$ cat config.mk
export PLATFORM = sky130hd
export DESIGN_NAME = hex_debug_pager_flat
export DESIGN_NICKNAME = d
export VERILOG_FILES = /design/src/rtl/hex_debug_pager_pkg.sv /design/src/rtl/hex_debug_pager_if.sv /design/src/rtl/hex_debug_pager_btn_debounce.sv /design/src/rtl/hex_decoder.sv /design/src/rtl/hex_debug_pager.sv /design/src/flat_wrapper.sv
export SDC_FILE = /design/constraint.sdc
export NUM_CORES = 1
export LEC_CHECK = 0
export BUFFER_PORTS_ARGS = -buffer_cell sky130_fd_sc_hd__buf_4
export CORE_MARGIN = 3
export CORE_UTILIZATION = 37
export DETAILED_ROUTE_END_ITERATION = 7
export PLACE_DENSITY_LB_ADDON = 0.12
export SYNTH_ARGS = -nofsm -noshare
export SYNTH_HDL_FRONTEND = slang
export SYNTH_SLANG_ARGS = --single-unit
$ cat constraint.sdc
create_clock -name clk -period 3.9 [get_ports clk]
set_input_delay 0.585 -clock clk [delete_from_list [all_inputs] [get_ports clk]]
set_output_delay 0.585 -clock clk [all_outputs]
set_load 0.01 [all_outputs]
$ cat src/rtl/hex_debug_pager_pkg.sv
// Shared constants, index-update codes and the channel wrap helper for the hex debug pager.
package hex_debug_pager_pkg;

    localparam logic [6:0] SEG_BLANK = 7'h7F;
    localparam logic [6:0] SEG_ZERO  = 7'b1000000;

    typedef enum logic [2:0] {
        UPD_NONE,
        UPD_DIRECT,
        UPD_NEXT,
        UPD_PREV,
        UPD_AUTO
    } upd_e;

    // Step a channel index one place up or down, wrapping inside 0..n-1.
    function automatic int unsigned wrap_step(int unsigned idx, int unsigned n, bit up);
        if (up) begin
            return (idx == n - 1) ? 0 : idx + 1;
        end
        return (idx == 0) ? n - 1 : idx - 1;
    endfunction

endpackage

$ cat src/rtl/hex_debug_pager_if.sv
// Pager bus: debug source, raw keys and mode levels in; segments and status out.
interface hex_debug_pager_if #(
    parameter int NUM_CH     = 4,
    parameter int CH_W       = 32,
    parameter int NUM_DIGITS = 6,
    parameter int IDX_W      = $clog2(NUM_CH)
);
    logic [NUM_CH*CH_W-1:0]  debug;
    logic                    btn_next_n;
    logic                    btn_prev_n;
    logic                    btn_hold_n;
    logic                    auto_en;
    logic                    direct_en;
    logic [IDX_W-1:0]        direct_sel;
    logic [NUM_DIGITS*7-1:0] hex;
    logic [IDX_W-1:0]        ch_idx;
    logic                    hold_active;

    modport master (
        output debug, btn_next_n, btn_prev_n, btn_hold_n, auto_en, direct_en, direct_sel,
        input  hex, ch_idx, hold_active
    );

    modport slave (
        input  debug, btn_next_n, btn_prev_n, btn_hold_n, auto_en, direct_en, direct_sel,
        output hex, ch_idx, hold_active
    );
endinterface

$ cat src/rtl/hex_debug_pager_btn_debounce.sv
// Raw active-low key -> synchronised, debounced, one-cycle press pulse on the 1->0 transition.
module btn_debounce #(
    parameter int DEBOUNCE_CYCLES = 500000
) (
    input  logic clk,
    input  logic rst_n,
    input  logic btn_n,
    output logic press_pulse
);
    localparam int CNT_W = (DEBOUNCE_CYCLES > 1) ? $clog2(DEBOUNCE_CYCLES) : 1;

    logic             sync1;
    logic             sync2;
    logic             level;
    logic [CNT_W-1:0] cnt;
    logic             differ;
    logic             done;

    assign differ      = (sync2 != level);
    assign done        = differ && (cnt == CNT_W'(DEBOUNCE_CYCLES - 1));
    assign press_pulse = done && !sync2;

    // level comes out of reset as "pressed" so a key held through reset must be seen
    // released before it can produce a press; a released key settles silently.
    always_ff @(posedge clk or negedge rst_n) begin
        if (!rst_n) begin
            sync1 <= 1'b1;
            sync2 <= 1'b1;
            level <= 1'b0;
            cnt   <= '0;
        end else begin
            sync1 <= btn_n;
            sync2 <= sync1;
            if (!differ) begin
                cnt <= '0;
            end else if (done) begin
                level <= sync2;
                cnt   <= '0;
            end else begin
                cnt <= cnt + CNT_W'(1);
            end
        end
    end
endmodule

$ cat src/rtl/hex_decoder.sv
// Nibble to active-low seven-segment pattern, bit order {g,f,e,d,c,b,a}.
module hex_decoder
    import hex_debug_pager_pkg::*;
(
    input  logic [3:0] nibble,
    output logic [6:0] seg
);
    always_comb begin
        seg = SEG_ZERO;
        case (nibble)
            4'h0: seg = SEG_ZERO;
            4'h1: seg = 7'h79;
            4'h2: seg = 7'h24;
            4'h3: seg = 7'h30;
            4'h4: seg = 7'h19;
            4'h5: seg = 7'h12;
            4'h6: seg = 7'h02;
            4'h7: seg = 7'h78;
            4'h8: seg = 7'h00;
            4'h9: seg = 7'h10;
            4'hA: seg = 7'h08;
            4'hB: seg = 7'h03;
            4'hC: seg = 7'h46;
            4'hD: seg = 7'h21;
            4'hE: seg = 7'h06;
            4'hF: seg = 7'h0E;
            default: seg = SEG_BLANK;
        endcase
    end
endmodule

$ cat src/rtl/hex_debug_pager.sv
// Pages NUM_CH debug channels onto NUM_DIGITS hex digits via keys, direct select or auto-scroll,
// with a hold mode that freezes a snapshot of the whole bus.
module hex_debug_pager
    import hex_debug_pager_pkg::*;
#(
    parameter int NUM_CH          = 4,
    parameter int CH_W            = 32,
    parameter int NUM_DIGITS      = 6,
    parameter int DEBOUNCE_CYCLES = 500000,
    parameter int AUTO_PERIOD     = 50000000
) (
    input logic               clk,
    input logic               rst_n,
    hex_debug_pager_if.slave  bus
);
    localparam int IDX_W = $clog2(NUM_CH);
    localparam int TMR_W = (AUTO_PERIOD > 1) ? $clog2(AUTO_PERIOD) : 1;
    localparam int NIBS  = CH_W / 4;

    logic                   next_p;
    logic                   prev_p;
    logic                   hold_p;
    logic [IDX_W-1:0]       idx_q, idx_d;
    logic [IDX_W-1:0]       idx_inc, idx_dec, idx_dir;
    logic [TMR_W-1:0]       tmr_q, tmr_d;
    logic                   tmr_done;
    logic                   hold_q;
    logic [NUM_CH*CH_W-1:0] snap_q;
    logic [NUM_CH*CH_W-1:0] src_bus;
    logic [CH_W-1:0]        disp_q;
    upd_e                   upd;

    btn_debounce #(.DEBOUNCE_CYCLES(DEBOUNCE_CYCLES)) u_next (
        .clk(clk), .rst_n(rst_n), .btn_n(bus.btn_next_n), .press_pulse(next_p));
    btn_debounce #(.DEBOUNCE_CYCLES(DEBOUNCE_CYCLES)) u_prev (
        .clk(clk), .rst_n(rst_n), .btn_n(bus.btn_prev_n), .press_pulse(prev_p));
    btn_debounce #(.DEBOUNCE_CYCLES(DEBOUNCE_CYCLES)) u_hold (
        .clk(clk), .rst_n(rst_n), .btn_n(bus.btn_hold_n), .press_pulse(hold_p));

    assign idx_inc  = IDX_W'(wrap_step(32'(idx_q), NUM_CH, 1'b1));
    assign idx_dec  = IDX_W'(wrap_step(32'(idx_q), NUM_CH, 1'b0));
    assign idx_dir  = (32'(bus.direct_sel) >= 32'(NUM_CH)) ? IDX_W'(NUM_CH - 1) : bus.direct_sel;
    assign tmr_done = (tmr_q == TMR_W'(AUTO_PERIOD - 1));
    assign src_bus  = hold_q ? snap_q : bus.debug;

    always_comb begin
        upd   = UPD_NONE;
        idx_d = idx_q;
        tmr_d = tmr_q + TMR_W'(1);
        if (bus.direct_en)            upd = UPD_DIRECT;
        else if (next_p && prev_p)    upd = UPD_NONE;
        else if (next_p)              upd = UPD_NEXT;
        else if (prev_p)              upd = UPD_PREV;
        else if (bus.auto_en && tmr_done) upd = UPD_AUTO;
        case (upd)
            UPD_DIRECT:         idx_d = idx_dir;
            UPD_NEXT, UPD_AUTO: idx_d = idx_inc;
            UPD_PREV:           idx_d = idx_dec;
            default:            idx_d = idx_q;
        endcase
        // Manual paging restarts the full auto period.
        if (bus.direct_en || !bus.auto_en || next_p || prev_p || upd == UPD_AUTO) begin
            tmr_d = '0;
        end
    end

    always_ff @(posedge clk or negedge rst_n) begin
        if (!rst_n) begin
            idx_q  <= '0;
            tmr_q  <= '0;
            hold_q <= 1'b0;
            snap_q <= '0;
            disp_q <= '0;
        end else begin
            idx_q  <= idx_d;
            tmr_q  <= tmr_d;
            disp_q <= src_bus[idx_q*CH_W +: CH_W];
            if (hold_p) begin
                if (!hold_q) begin
                    snap_q <= bus.debug;
                    hold_q <= 1'b1;
                end else begin
                    hold_q <= 1'b0;
                end
            end
        end
    end

    for (genvar d = 0; d < NUM_DIGITS; d++) begin : g_dig
        if (d < NIBS) begin : g_show
            logic [6:0] seg;
            hex_decoder u_dec (.nibble(disp_q[4*d +: 4]), .seg(seg));
            assign bus.hex[d*7 +: 7] = seg;
        end else begin : g_blank
            assign bus.hex[d*7 +: 7] = SEG_BLANK;
        end
    end

    assign bus.ch_idx      = idx_q;
    assign bus.hold_active = hold_q;
endmodule

$ cat src/flat_wrapper.sv
// flat-port wrapper written by rule: the top's interface ports become plain ports
module hex_debug_pager_flat import hex_debug_pager_pkg::*;
#(
    parameter int NUM_CH          = 4,
    parameter int CH_W            = 32,
    parameter int NUM_DIGITS      = 6,
    parameter int DEBOUNCE_CYCLES = 500000,
    parameter int AUTO_PERIOD     = 50000000
)
  (clk, rst_n, bus_debug, bus_btn_next_n, bus_btn_prev_n, bus_btn_hold_n, bus_auto_en, bus_direct_en, bus_direct_sel, bus_hex, bus_ch_idx, bus_hold_active);
  hex_debug_pager_if #(.NUM_CH(NUM_CH), .CH_W(CH_W), .NUM_DIGITS(NUM_DIGITS)) bus_i ();
  input logic clk;
  input logic rst_n;
  input wire logic [$bits(bus_i.debug)-1:0] bus_debug;
  input wire logic [$bits(bus_i.btn_next_n)-1:0] bus_btn_next_n;
  input wire logic [$bits(bus_i.btn_prev_n)-1:0] bus_btn_prev_n;
  input wire logic [$bits(bus_i.btn_hold_n)-1:0] bus_btn_hold_n;
  input wire logic [$bits(bus_i.auto_en)-1:0] bus_auto_en;
  input wire logic [$bits(bus_i.direct_en)-1:0] bus_direct_en;
  input wire logic [$bits(bus_i.direct_sel)-1:0] bus_direct_sel;
  output wire logic [$bits(bus_i.hex)-1:0] bus_hex;
  output wire logic [$bits(bus_i.ch_idx)-1:0] bus_ch_idx;
  output wire logic [$bits(bus_i.hold_active)-1:0] bus_hold_active;
  assign bus_i.debug = bus_debug;
  assign bus_i.btn_next_n = bus_btn_next_n;
  assign bus_i.btn_prev_n = bus_btn_prev_n;
  assign bus_i.btn_hold_n = bus_btn_hold_n;
  assign bus_i.auto_en = bus_auto_en;
  assign bus_i.direct_en = bus_direct_en;
  assign bus_i.direct_sel = bus_direct_sel;
  assign bus_hex = bus_i.hex;
  assign bus_ch_idx = bus_i.ch_idx;
  assign bus_hold_active = bus_i.hold_active;
  hex_debug_pager #(.NUM_CH(NUM_CH), .CH_W(CH_W), .NUM_DIGITS(NUM_DIGITS), .DEBOUNCE_CYCLES(DEBOUNCE_CYCLES), .AUTO_PERIOD(AUTO_PERIOD)) u_core (.clk(clk), .rst_n(rst_n), .bus(bus_i));
endmodule
==> results.json <==
{
  "status": "finished, final reports clean",
  "rsz0062_at_grt": "no",
  "syn_avg_cell_area_um2": 11.3,
  "detailed_place_hpwl_um": 19400,
  "arrival_ns": 3.92,
  "yosysMostFrequentCell": "dfrtp_1",
  "grt_pass1_vias": 8275,
  "diodes": 0,
  "p_leak_nw": 6.24,
  "p_per_area_nw_per_um2": 404,
  "setup_violations": 0,
  "finalWorstSetupSlack_ns": 0.376,
  "maxSlewViolCount": 0,
  "hold_viol_final": 0,
  "clkPwrFrac_pct": 40.1,
  "max_cap_violations": 0,
  "peakVddDrop_v": 0.000272,
  "period_share_pct": 90.4,
  "rrSetupSlack_ns": 0.38,
  "drtIter0Drc": 425,
  "grt_pass1_wl_um": 44400,
  "port_buffers": 149,
  "hold_class": "in -> async",
  "crit_fanout": 8,
  "ys_seq_area_share_pct": 45.9,
  "critPathKind": "reg -> reg",
  "internal-power_mw": 4.18,
  "rr_startpoint": "u_core.u_prev.cnt[7]$_DFF_PN0_",
  "syn_area_um2": 11700,
  "gp_congestion": 0.800,
  "syn_to_final_growth_pct": 19.9,
  "grt_use_total_pct": 16.0,
  "clkSinkCount": 215,
  "cts_tree": "yes",
  "avgRoutedWirePerCell_um": 17.3,
  "start_util_pct": 38.0,
  "numCtsBuffers": 25,
  "rows": 64,
  "die_x_um": 184,
  "reg2reg_depth": 9,
  "yosys.area.top_type": "dfrtp_1",
  "mappedNetlistNets": 1217,
  "cts_max_path_buffers": 3,
  "yosysWarnings": 0,
  "rr_endpoint": "u_core.bus.ch_idx[1]$_DFFE_PN0P_",
  "synth_edf_count": 0,
  "syn-instance-count": 1036,
  "crit_required_ns": 4.29,
  "ys_types": 55,
  "place_ws_ns": 0.411,
  "drive_above_1_share_pct": 31.5,
  "die_h_um": 184,
  "yosys-top-cells-count": "dfrtp_1, nor2_1, nand2_1, mux2_2, mux4_2",
  "clk_pin_slew_ns": 0.06,
  "dr.pass1.iters": 4,
  "async_flop_share_pct": 100,
  "switching_share_pct": 26.4,
  "core_area_um2": 30900,
  "ant_nets": 0,
  "cts_max_level": 1,
  "fin_total_pwr_mw": 5.69,
  "design_area_um2": 14100,
  "num_vias": 8260,
  "finalSetupTns_ns": 0,
  "fin_crit_ns": 3.52,
  "worstMarginPinSlew_ns": 0.849,
  "die_area_um2": 33900,
  "drt-total-wl_um": 27500,
  "ctsRootBufferMaster": "clkbuf_16",
  "grt_start_max_net_pins": 103,
  "finalClockSkew_ns": 0.00724,
  "relSlewSlack_pct": 43.2,
  "grt_overflow": 0,
  "nNetsFinal": 1355,
  "synth_flop_cell": "dfrtp_1",
  "comb_power_share_pct": 16.7,
  "cts_resized": 0,
  "antenna_found_initial": 1,
  "pin_count": 182,
  "drc": 0,
  "synth_top_area_share_pct": 44.5,
  "net-switching-power_mw": 1.50,
  "ys_seq_elements": 215,
  "place_area_um2": 13300,
  "cp-end-kind": "register",
  "seqPwrFrac_pct": 43.2,
  "cts_hold_buf": 0,
  "postCtsSetupBuffers": 0,
  "cp-start-kind": "register",
  "clk_latency_ns": 0.51,
  "vias_per_cell": 5.20,
  "fmax_ghz": 0.284,
  "yosys-top-cells-area": "dfrtp_1, mux4_2, mux2_2, ha_1, nor2_1"
}
layout make-up:
type | count | area [um^2]
Sequential cell | 215 | 5390
Timing Repair Buffer | 159 | 1230
Multi-Input combinational cell | 740 | 6040
Tap cell | 396 | 495
Fill cell | 2907 | 16800
Clock buffer | 32 | 712
Clock inverter | 12 | 97.6
Inverter | 33 | 124
cell families after synthesis:
logic type / synth area share, %
buffers and inverters: 2.72
flip-flops: 45.9
AO/OA/AOI/OAI: 3.88
adder cells (fa/ha/maj): 4.69
multiplexers: 21.4
AND/OR/NAND/NOR: 15.9
XOR/XNOR: 5.59
registers in the layout, summed over array words and instances, names as in the netlist:
name                    count
u_core.u_prev.level         1
u_core.snap_q              96
u_core.bus.hold_active      1
u_core.u_prev.sync2         1
u_core.tmr_q               26
u_core.u_hold.sync2         1
u_core.bus.ch_idx           2
u_core.u_hold.level         1
u_core.disp_q              24
u_core.u_hold.sync1         1
u_core.u_prev.cnt          19
u_core.u_next.sync2         1
u_core.u_next.cnt          19
u_core.u_hold.cnt          19
u_core.u_next.sync1         1
u_core.u_prev.sync1         1
u_core.u_next.level         1
metrics by stage:
| stage | hold slack, ns | utilization, % | cells |
|---|---|---|---|
| after floorplan | 0.289 | - | 1036 |
| after global placement | 0.346 | 43.0 | 1543 |
| after detailed placement | 0.347 | 43.0 | 1543 |
| after CTS | 0.156 | 45.6 | 1587 |
| after global routing | 0.166 | 45.6 | 1587 |
| final | 0.115 | 45.6 | 1587 |
cell usage in the layout, fill, tap and decap left out, types with 8 or more instances in the layout:
master	instances
xnor2_1	28
xor2_1	47
dfrtp_1	207
clkbuf_16	25
nor2_1	123
mux2i_1	17
o21ai_0	15
mux4_2	54
inv_1	32
a21oi_1	11
and4_1	8
nand2b_1	10
nor3_1	9
and3_1	15
a22o_1	10
buf_4	156
nand3_1	37
nand2_1	105
nor2b_1	10
nand4_1	21
ha_1	44
mux2_2	100
worst max-delay path by stage:
stage	start	endpoint	slack (ns)
2_1_floorplan	u_core.u_prev.cnt[7]$_DFF_PN0_	u_core.bus.ch_idx[1]$_DFFE_PN0P_	0.65
3_3_place_gp	u_core.u_prev.cnt[7]$_DFF_PN0_	u_core.bus.ch_idx[1]$_DFFE_PN0P_	0.43
3_5_place_dp	u_core.u_prev.cnt[7]$_DFF_PN0_	u_core.bus.ch_idx[1]$_DFFE_PN0P_	0.41
4_1_cts	u_core.u_prev.cnt[7]$_DFF_PN0_	u_core.bus.ch_idx[1]$_DFFE_PN0P_	0.39
5_1_grt	u_core.u_prev.cnt[7]$_DFF_PN0_	u_core.bus.ch_idx[1]$_DFFE_PN0P_	0.18
6_report	u_core.u_prev.cnt[7]$_DFF_PN0_	u_core.bus.ch_idx[1]$_DFFE_PN0P_	0.38
power groups by stage:
| stage | registers (mW) | clock network [mW] | logic [mW] |
|---|---|---|---|
| floorplan | 2.43 | 0 | 0.582 |
| global placement | 2.49 | 0 | 0.958 |
| detailed placement | 2.50 | 0 | 0.964 |
| CTS | 2.46 | 2.36 | 0.967 |
| global route | 2.48 | 2.44 | 1.05 |
| finish | 2.46 | 2.28 | 0.947 |
worst max-delay path: stages, from the launching register on:
cell	delay [ns]
dfrtp_1	0.42
or4b_2	0.66
or4_1	0.55
nor3_1	0.35
ha_1	0.38
nand2b_1	0.17
nand2_1	0.06
or4_1	0.42
and2_1	0.19
o221a_1	0.22
routing by layer:
| layer | vias to the layer above | wire length (um) | part of all wire (%) | global-route usage [%] |
|---|---|---|---|---|
| met5 | - | 13 | 0.047 | 0 |
| met4 | 2 | 456 | 1.7 | 3.11 |
| met3 | 34 | 1160 | 4.2 | 2.19 |
| met2 | 156 | 12600 | 46 | 25.6 |
| met1 | 4119 | 13200 | 48 | 23.6 |
| li1 | 3949 | - | - | - |
Note: power is estimated with default switching activity, not from simulation.
